File: config.mk
export PLATFORM = sky130hd
export DESIGN_NAME = reuse_ptr_ctrl
export DESIGN_NICKNAME = d
export VERILOG_FILES = /design/src/rtl/reuse_ptr_ctrl.sv
export SDC_FILE = /design/constraint.sdc
export NUM_CORES = 1
export LEC_CHECK = 0
export ABC_AREA = 0
export CAP_MARGIN = 10
export CORE_MARGIN = 2
export CORE_UTILIZATION = 57
export DETAILED_ROUTE_END_ITERATION = 10
export HOLD_SLACK_MARGIN = 0.15
export MAX_ROUTING_LAYER = met4
export PLACE_DENSITY = 0.86
export SYNTH_ARGS = -nofsm -noshare
export SYNTH_HDL_FRONTEND = slang
export SYNTH_SLANG_ARGS = --single-unit
File: constraint.sdc
create_clock -name clk -period 6.3 [get_ports clk]
set_input_delay 0.945 -clock clk [delete_from_list [all_inputs] [get_ports clk]]
set_output_delay 0.945 -clock clk [all_outputs]
set_load 0.005 [all_outputs]
File: src/rtl/reuse_ptr_ctrl.sv
// Serpentine row-walk pointer controller for the CCM register_array row-reuse buffers.
// One shared address drives both arrays: old row data is read where the new row is written.
//
// state  | meaning
// IDLE   | waiting for en with a legal col; flags cfg_err when col < 4
// RIGHT  | writing an even row, wr_ptr counting up to span
// PAUSE  | single idle cycle at the turn-around column
// LEFT   | writing an odd row, wr_ptr counting down to 0
// FINISH | all rows written, done held until en drops
module reuse_ptr_ctrl #(
   parameter int PTR_W = 9,
   parameter int CNT_W = 8
) (
   input  logic             clk,
   input  logic             rst_n,
   input  logic             en,
   input  logic [8:0]       col,
   output logic [PTR_W-1:0] wr_ptr,
   output logic             wr_en,
   output logic [PTR_W-1:0] rd_ptr,
   output logic             rd_valid,
   output logic [CNT_W-1:0] row_cnt,
   output logic             done,
   output logic             cfg_err
);

   typedef enum logic [2:0] {IDLE, RIGHT, PAUSE, LEFT, FINISH} state_t;

   state_t           state, state_nxt;
   logic [PTR_W-1:0] wr_ptr_nxt;
   logic             wr_en_nxt;
   logic             rd_valid_nxt;
   logic [CNT_W-1:0] row_cnt_nxt;
   logic             done_nxt;
   logic             cfg_err_nxt;

   logic [8:0]       span;
   logic [8:0]       rows;
   logic [8:0]       row_inc9;
   logic             col_ok;
   logic             at_span;
   logic             at_zero;

   assign span     = col - 9'd3;
   assign rows     = col - 9'd2;
   assign row_inc9 = 9'(row_cnt) + 9'd1;
   assign col_ok   = (col >= 9'd4);
   assign at_span  = (9'(wr_ptr) == span);
   assign at_zero  = (wr_ptr == '0);

   always_ff @(posedge clk or negedge rst_n) begin
      if (!rst_n) begin
         state    <= IDLE;
         wr_ptr   <= '0;
         wr_en    <= 1'b0;
         rd_valid <= 1'b0;
         row_cnt  <= '0;
         done     <= 1'b0;
         cfg_err  <= 1'b0;
      end else begin
         state    <= state_nxt;
         wr_ptr   <= wr_ptr_nxt;
         wr_en    <= wr_en_nxt;
         rd_valid <= rd_valid_nxt;
         row_cnt  <= row_cnt_nxt;
         done     <= done_nxt;
         cfg_err  <= cfg_err_nxt;
      end
   end

   // Read-before-write on the same address, so the read pointer is the write pointer.
   assign rd_ptr = wr_ptr;

   always_comb begin
      state_nxt    = state;
      wr_ptr_nxt   = wr_ptr;
      wr_en_nxt    = 1'b0;
      rd_valid_nxt = 1'b0;
      row_cnt_nxt  = row_cnt;
      done_nxt     = 1'b0;
      cfg_err_nxt  = 1'b0;

      if (!en) begin
         state_nxt   = IDLE;
         wr_ptr_nxt  = '0;
         row_cnt_nxt = '0;
      end else begin
         case (state)
            IDLE: begin
               row_cnt_nxt = '0;
               wr_ptr_nxt  = '0;
               if (col_ok) begin
                  state_nxt = RIGHT;
                  wr_en_nxt = 1'b1;
               end else begin
                  cfg_err_nxt = 1'b1;
               end
            end
            RIGHT, LEFT: begin
               if ((state == RIGHT) ? at_span : at_zero) begin
                  row_cnt_nxt = row_cnt + CNT_W'(1);
                  if (row_inc9 == rows) begin
                     state_nxt = FINISH;
                     done_nxt  = 1'b1;
                  end else begin
                     state_nxt = PAUSE;
                  end
               end else begin
                  wr_ptr_nxt   = (state == RIGHT) ? wr_ptr + PTR_W'(1) : wr_ptr - PTR_W'(1);
                  wr_en_nxt    = 1'b1;
                  rd_valid_nxt = (row_cnt != '0);
               end
            end
            PAUSE: begin
               // Odd row_cnt means an even row just finished, so the next row walks left.
               state_nxt    = row_cnt[0] ? LEFT : RIGHT;
               wr_en_nxt    = 1'b1;
               rd_valid_nxt = (row_cnt != '0);
            end
            FINISH: begin
               done_nxt = 1'b1;
            end
            default: begin
               state_nxt   = IDLE;
               wr_ptr_nxt  = '0;
               row_cnt_nxt = '0;
            end
         endcase
      end
   end

endmodule

==> results of run 1 <==
[cell usage after synthesis (2+ instances only)]
cell,n,area share [%]
xnor2_1,26,9.8
dfrtp_1,24,26
nor2_1,17,2.8
nand3_1,16,3.5
nand2_1,15,2.4
ha_1,13,7.0
buf_4,12,3.9
inv_1,11,1.8
xor2_1,10,3.8
a21oi_1,9,1.9
a22o_1,7,2.6
o21ai_0,7,1.5
nor3_1,5,1.1
o21ai_1,5,1.1
a2bb2oi_1,4,1.5
buf_6,4,1.9
nand3b_1,4,1.3
nand2b_1,3,0.81
nand4_1,3,0.81
nor2b_1,3,0.81
nor4_1,3,0.81
o31ai_1,3,0.97
a21o_1,2,0.65
a31oi_1,2,0.54
and3_1,2,0.54
buf_2,2,0.43
clkbuf_1,2,0.32
nor3_2,2,0.86
nor3_4,2,1.4
nor3b_1,2,0.65
o2111ai_1,2,0.76
o211a_1,2,0.86
or3_1,2,0.54
[cell families after synthesis]
family,count (synthesis),share of synthesized area [%]
muxes,1,0.486
buffers and inverters,33,8.75
DFF,24,25.9
and+or+nand+nor,94,24.6
adders and majority gates,14,7.89
AOI/OAI and AO/OA,54,17.3
xor gates and xnor gates,38,15.0
[area by class of cell]
type                    count  area share (%)
inverters                  12            1.68
repair buffers             41            15.3
clock buffers               4            2.05
well taps                  50            2.33
flip-flops and latches     24            22.4
multi-input cells         201            56.3
[registers in the layout (all words and copies together), names as in the netlist]
name / cells
state: 3
done: 1
rd_valid: 1
cfg_err: 1
rd_ptr: 9
wr_en: 1
row_cnt: 8
[metrics by stage]
stage          power (mW)  cell area, µm²  utilization [%]
2_1_floorplan       0.643            2320                -
3_3_place_gp        0.760            2630             66.7
3_5_place_dp        0.773            2630             66.7
4_1_cts             0.878            2690             68.1
5_1_grt             0.947            2690             68.1
6_report            0.871            2690             68.1
[worst max path at each step]
stage,start,end,slack [ps],cells past startpoint
4_1_cts,col[2],rd_ptr[2],2810,10
3_3_place_gp,col[2],rd_ptr[0],2660,10
6_report,col[2],rd_ptr[0],2830,10
2_1_floorplan,col[0],rd_ptr[0],3570,10
3_5_place_dp,col[2],rd_ptr[2],2540,10
5_1_grt,col[2],rd_ptr[2],2590,10
[routing by layer]
| layer | GRT usage, % | up-vias | routed length (µm) | part of all wire [%] |
|---|---|---|---|---|
| met3 | 3.17 | 8 | 241 | 4.7 |
| met4 | 6.89 | 0 | 88 | 1.7 |
| li1 | - | 963 | - | - |
| met1 | 29.5 | 892 | 2150 | 42 |
| met2 | 45.1 | 61 | 2610 | 51 |
| met5 | - | - | 0 | 0 |
[power groups by stage]
stage	combinational (mW)	sequential, mW	clock, mW
after global routing	0.585	0.249	0.113
after floorplan	0.418	0.224	0
after CTS	0.533	0.241	0.104
final	0.528	0.240	0.103
after detailed placement	0.530	0.243	0
after global placement	0.517	0.243	0
==> flow_summary.yaml, run 1 <==
clock_tree:
  cts_tree: "built"
  cts-htree-levels: 1
  clk_root_buffer_cell: "clkbuf_8"
  cts_buffers: 3
  cts_resized: 0
  cts_max_path_buffers: 2
  hold_buffers: 0
  insertion_delay_ps: 270
  postCtsSetupBuffers: 0
  cts.sinks: 24
  clkTransAtPathRegs_ps: 80
floorplan:
  dieWidth_um: 67.7
  start_util_pct: 58.7
  dieArea_um2: 4590
  ios: 42
  core_um2: 3940
  row_count: 23
  die_h_um: 67.7
worst_setup_path:
  worstRegToRegCells: 11
  reg2reg_from: "state[0]"
  cpLargestDelayFamily: "compound AO/OA/AOI/OAI gates"
  crit_fanout: 16
  rr_endpoint: "rd_ptr[8]"
  max_stage_delay_ps: 620
  cp.arrival_ps: 3620
  r2r_slack_ps: 3280
  path_class: "in2reg"
  cp_num_buf_inv: 2
  cp_slowest_cell: "clkdlybuf4s50_1"
  required_ps: 6450
  start_kind: "primary input"
  critPathCaptureType: "flop"
  crit_chain: "clkdlybuf4s50_1 -> inv_1 -> ha_1 -> a211oi_2 -> and2b_1 -> xnor2_1 -> nor3_4 -> a31oi_4 -> o21ai_2 -> mux2_2"
pwr:
  peakVddDrop_v: 0.000214
  combPwrFrac_pct: 60.6
  p_leak_nw: 1.10
  clockPowerShare_pct: 11.9
  p_int_mw: 0.510
  p_switching_mw: 0.361
  swShare_pct: 41.5
  power_frac_seq_pct: 27.6
  p_per_area_nw_per_um2: 324
placement:
  gp_congestion: 0.903
  io_buffers: 41
  pre_cts_ws_ps: 2540
  numPlacedInstances: 328
  dp_hpwl_um: 3940
final_layout:
  multiInputGateArea_um2: 1510
  stdcell_count: 332
  layout_commonest_cell: "clkdlybuf4s50_1"
  final_cell_mix: "clkdlybuf4s50_1, xnor2_1, dfrtp_1, nor2_1, nand3_1"
  area_delta_synth_final_pct: 16.0
  drive_gt1_share_pct: 8.87
  nFillCells: 324
  regArea_um2: 601
  antenna_cells: 0
  nets: 309
timing:
  period_share_pct: 55.1
  drv_slew: 0
  fin_ws_ps: 2830
  rsz0062_at_grt: "no"
  finClkSkew_ps: 4.93
  hold_violations: 0
  hold_slack_ps: 631
  tightest_slew_ps: 1040
  max-slew-margin-rel_pct: 30.2
  final-setup-viol-count: 0
  setup-tns-final_ps: 0
  fmax_mhz: 288
  finalCriticalPeriod_ps: 3470
synthesis:
  async_flop_share_pct: 100
  synthFlopType: "dfrtp_1"
  yosysWarningCount: 0
  ys_seq_area_share_pct: 25.9
  synth.avg_cell_area_um2: 8.98
  netlist_area_um2: 2320
  synth_edf_count: 0
  synthesis.nets: 284
  syn_inst: 258
  yosysUniqueCellTypes: 65
  ys_seq_elements: 24
global_routing:
  grt_max_degree: 25
  grt-ovfl-total: 0
  antenna_found_initial: 0
  grt_pass1_vias: 1799
  grt_pass1_wl_um: 8490
  grt_use_total_pct: 25.2
job:
  cap_violations: 0
status:
  status: "complete, no violations"
route:
  drcViolationCount: 0
  wl_um: 5090
  first_pass_iters: 4
  via_count: 1924
  wire_per_inst_um: 15.3
  avgViaCountPerCell: 5.80
  antenna_left: 0
  drt_iter0_drc: 133
hold_path:
  min_to: "row_cnt[6]"
  hold_class: "reg2reg"
  holdPathStages: 1
  hold_start: "row_cnt[6]"
Power figures use the tool's default switching activity.
==> run 2, diff against run 1 <==
--- a/config.mk
+++ b/config.mk
@@ -8,11 +8,11 @@
 export ABC_AREA = 0
 export CAP_MARGIN = 10
 export CORE_MARGIN = 2
-export CORE_UTILIZATION = 57
+export CORE_UTILIZATION = 53
 export DETAILED_ROUTE_END_ITERATION = 10
 export HOLD_SLACK_MARGIN = 0.15
 export MAX_ROUTING_LAYER = met4
-export PLACE_DENSITY = 0.86
+export PLACE_DENSITY = 0.81
 export SYNTH_ARGS = -nofsm -noshare
 export SYNTH_HDL_FRONTEND = slang
 export SYNTH_SLANG_ARGS = --single-unit
==> constraint.sdc (replaced) <==
create_clock -name clk -period 3.2 [get_ports clk]
set_input_delay 0.48 -clock clk [delete_from_list [all_inputs] [get_ports clk]]
set_output_delay 0.48 -clock clk [all_outputs]
set_load 0.005 [all_outputs]
==> flow_summary.yaml, run 2 (synthesis gave the netlist of run 1 again) <==
floorplan:
  core_um2: 4290
  die_h_um: 70.1
  dieArea_um2: 4910
  start_util_pct: 53.9
  dieWidth_um: 70.1
  ios: 42
  row_count: 24
final_layout:
  stdcell_count: 343
  drive_gt1_share_pct: 11.7
  layout_commonest_cell: "clkdlybuf4s50_1"
  antenna_cells: 0
  largest_reg_flops: 9
  area_delta_synth_final_pct: 19.7
  final_cell_mix: "clkdlybuf4s50_1, xnor2_1, dfrtp_1, nor2_1, nand3_1"
  nets: 318
pwr:
  p_leak_nw: 1.15
  peakVddDrop_v: 0.000568
  p_per_area_nw_per_um2: 674
timing:
  tightest_slew_ps: 420
  hold_violations: 0
  final-setup-viol-count: 0
  drv_slew: 0
  finClkSkew_ps: 4.63
  period_share_pct: 87.8
  finalCriticalPeriod_ps: 2810
  max-slew-margin-rel_pct: 71.9
  fmax_mhz: 356
  rsz0062_at_grt: "no"
  setup-tns-final_ps: 0
clock_tree:
  cts-htree-levels: 1
  cts_buffers: 3
  clkTransAtPathRegs_ps: 90
  cts_resized: 0
  insertion_delay_ps: 270
  hold_buffers: 0
  postCtsSetupBuffers: 0
  clk_root_buffer_cell: "clkbuf_8"
  cts.sinks: 24
  cts_max_path_buffers: 2
  cts_tree: "built"
route:
  first_pass_iters: 4
  avgViaCountPerCell: 5.91
  drt_iter0_drc: 102
  antenna_left: 0
  via_count: 2028
  wl_um: 5740
  drcViolationCount: 0
  wire_per_inst_um: 16.7
global_routing:
  grt_pass1_vias: 1942
  grt-ovfl-total: 0
  antenna_found_initial: 0
  grt_use_total_pct: 24.9
  grt_max_degree: 25
  grt_pass1_wl_um: 9560
hold_path:
  hold_class: "in2async"
placement:
  numPlacedInstances: 339
  dp_hpwl_um: 4310
  io_buffers: 41
  gp_congestion: 0.904
worst_setup_path:
  reg2reg_from: "state[1]"
  r2r_slack_ps: 480
  critPathCaptureType: "flop"
  start_kind: "primary input"
  required_ps: 3340
  cp.arrival_ps: 2950
  rr_endpoint: "rd_ptr[8]"
  worstRegToRegCells: 10
  crit_fanout: 11
  path_class: "in2reg"
status:
  status: "complete, no violations"
job:
  cap_violations: 0
[run 2: critical path, cell delays in order]
cell and delay, ps:
clkdlybuf4s50_1 540, ha_1 310, a211oi_2 280, nor3b_1 100
o2111ai_1 210, nand3_1 170, a31oi_4 330, buf_4 220
a2bb2oi_1 200, o31ai_1 110
[run 2: how the worst max path moves through the flow]
stage / startpoint / to / slack, ps / depth (start not counted)
4_1_cts: col[1] / row_cnt[3] / 430 / 10
3_3_place_gp: col[1] / rd_ptr[0] / 290 / 9
2_1_floorplan: state[1] / rd_ptr[8] / 610 / 11
6_report: col[1] / row_cnt[3] / 390 / 10
3_5_place_dp: col[1] / row_cnt[3] / 130 / 10
5_1_grt: col[1] / row_cnt[3] / 230 / 10
[run 2: area by class of cell]
| type | count | area, µm² |
|---|---|---|
| clock buffer | 3 | 41.3 |
| clock inverter | 1 | 30.0 |
| fill | 377 | 1520 |
| inverter | 12 | 45.0 |
| multi-input combinational | 201 | 1510 |
| sequential | 24 | 601 |
| tap | 52 | 65.1 |
| timing repair buffer | 50 | 478 |
[run 2: power breakdown]
| group | switching (mW) | internal [mW] |
|---|---|---|
| Sequential | 0.123 | 0.358 |
| Combinational | 0.542 | 0.578 |
| Clock | 0.101 | 0.167 |
| Total | 0.766 | 1.10 |
[run 2: metrics by stage]
stage / hold WS (ps) / worst slack (ps) / area, µm² / total power, mW / utilization (%)
floorplan: 184 / 612 / 2320 / 1.26 / -
global placement: 607 / 290 / 2700 / 1.56 / 62.9
detailed placement: 615 / 129 / 2700 / 1.59 / 62.9
CTS: 572 / 429 / 2770 / 1.87 / 64.6
global route: 585 / 231 / 2770 / 2.00 / 64.6
finish: 563 / 392 / 2770 / 1.87 / 64.6
[run 2: routing by layer]
| layer | routed length, µm | vias up | track usage (%) |
|---|---|---|---|
| met5 | 0 | - | - |
| met4 | 103 | 0 | 6.84 |
| met3 | 239 | 13 | 2.16 |
| met2 | 2930 | 70 | 42.4 |
| met1 | 2470 | 970 | 31.8 |
| li1 | - | 975 | - |
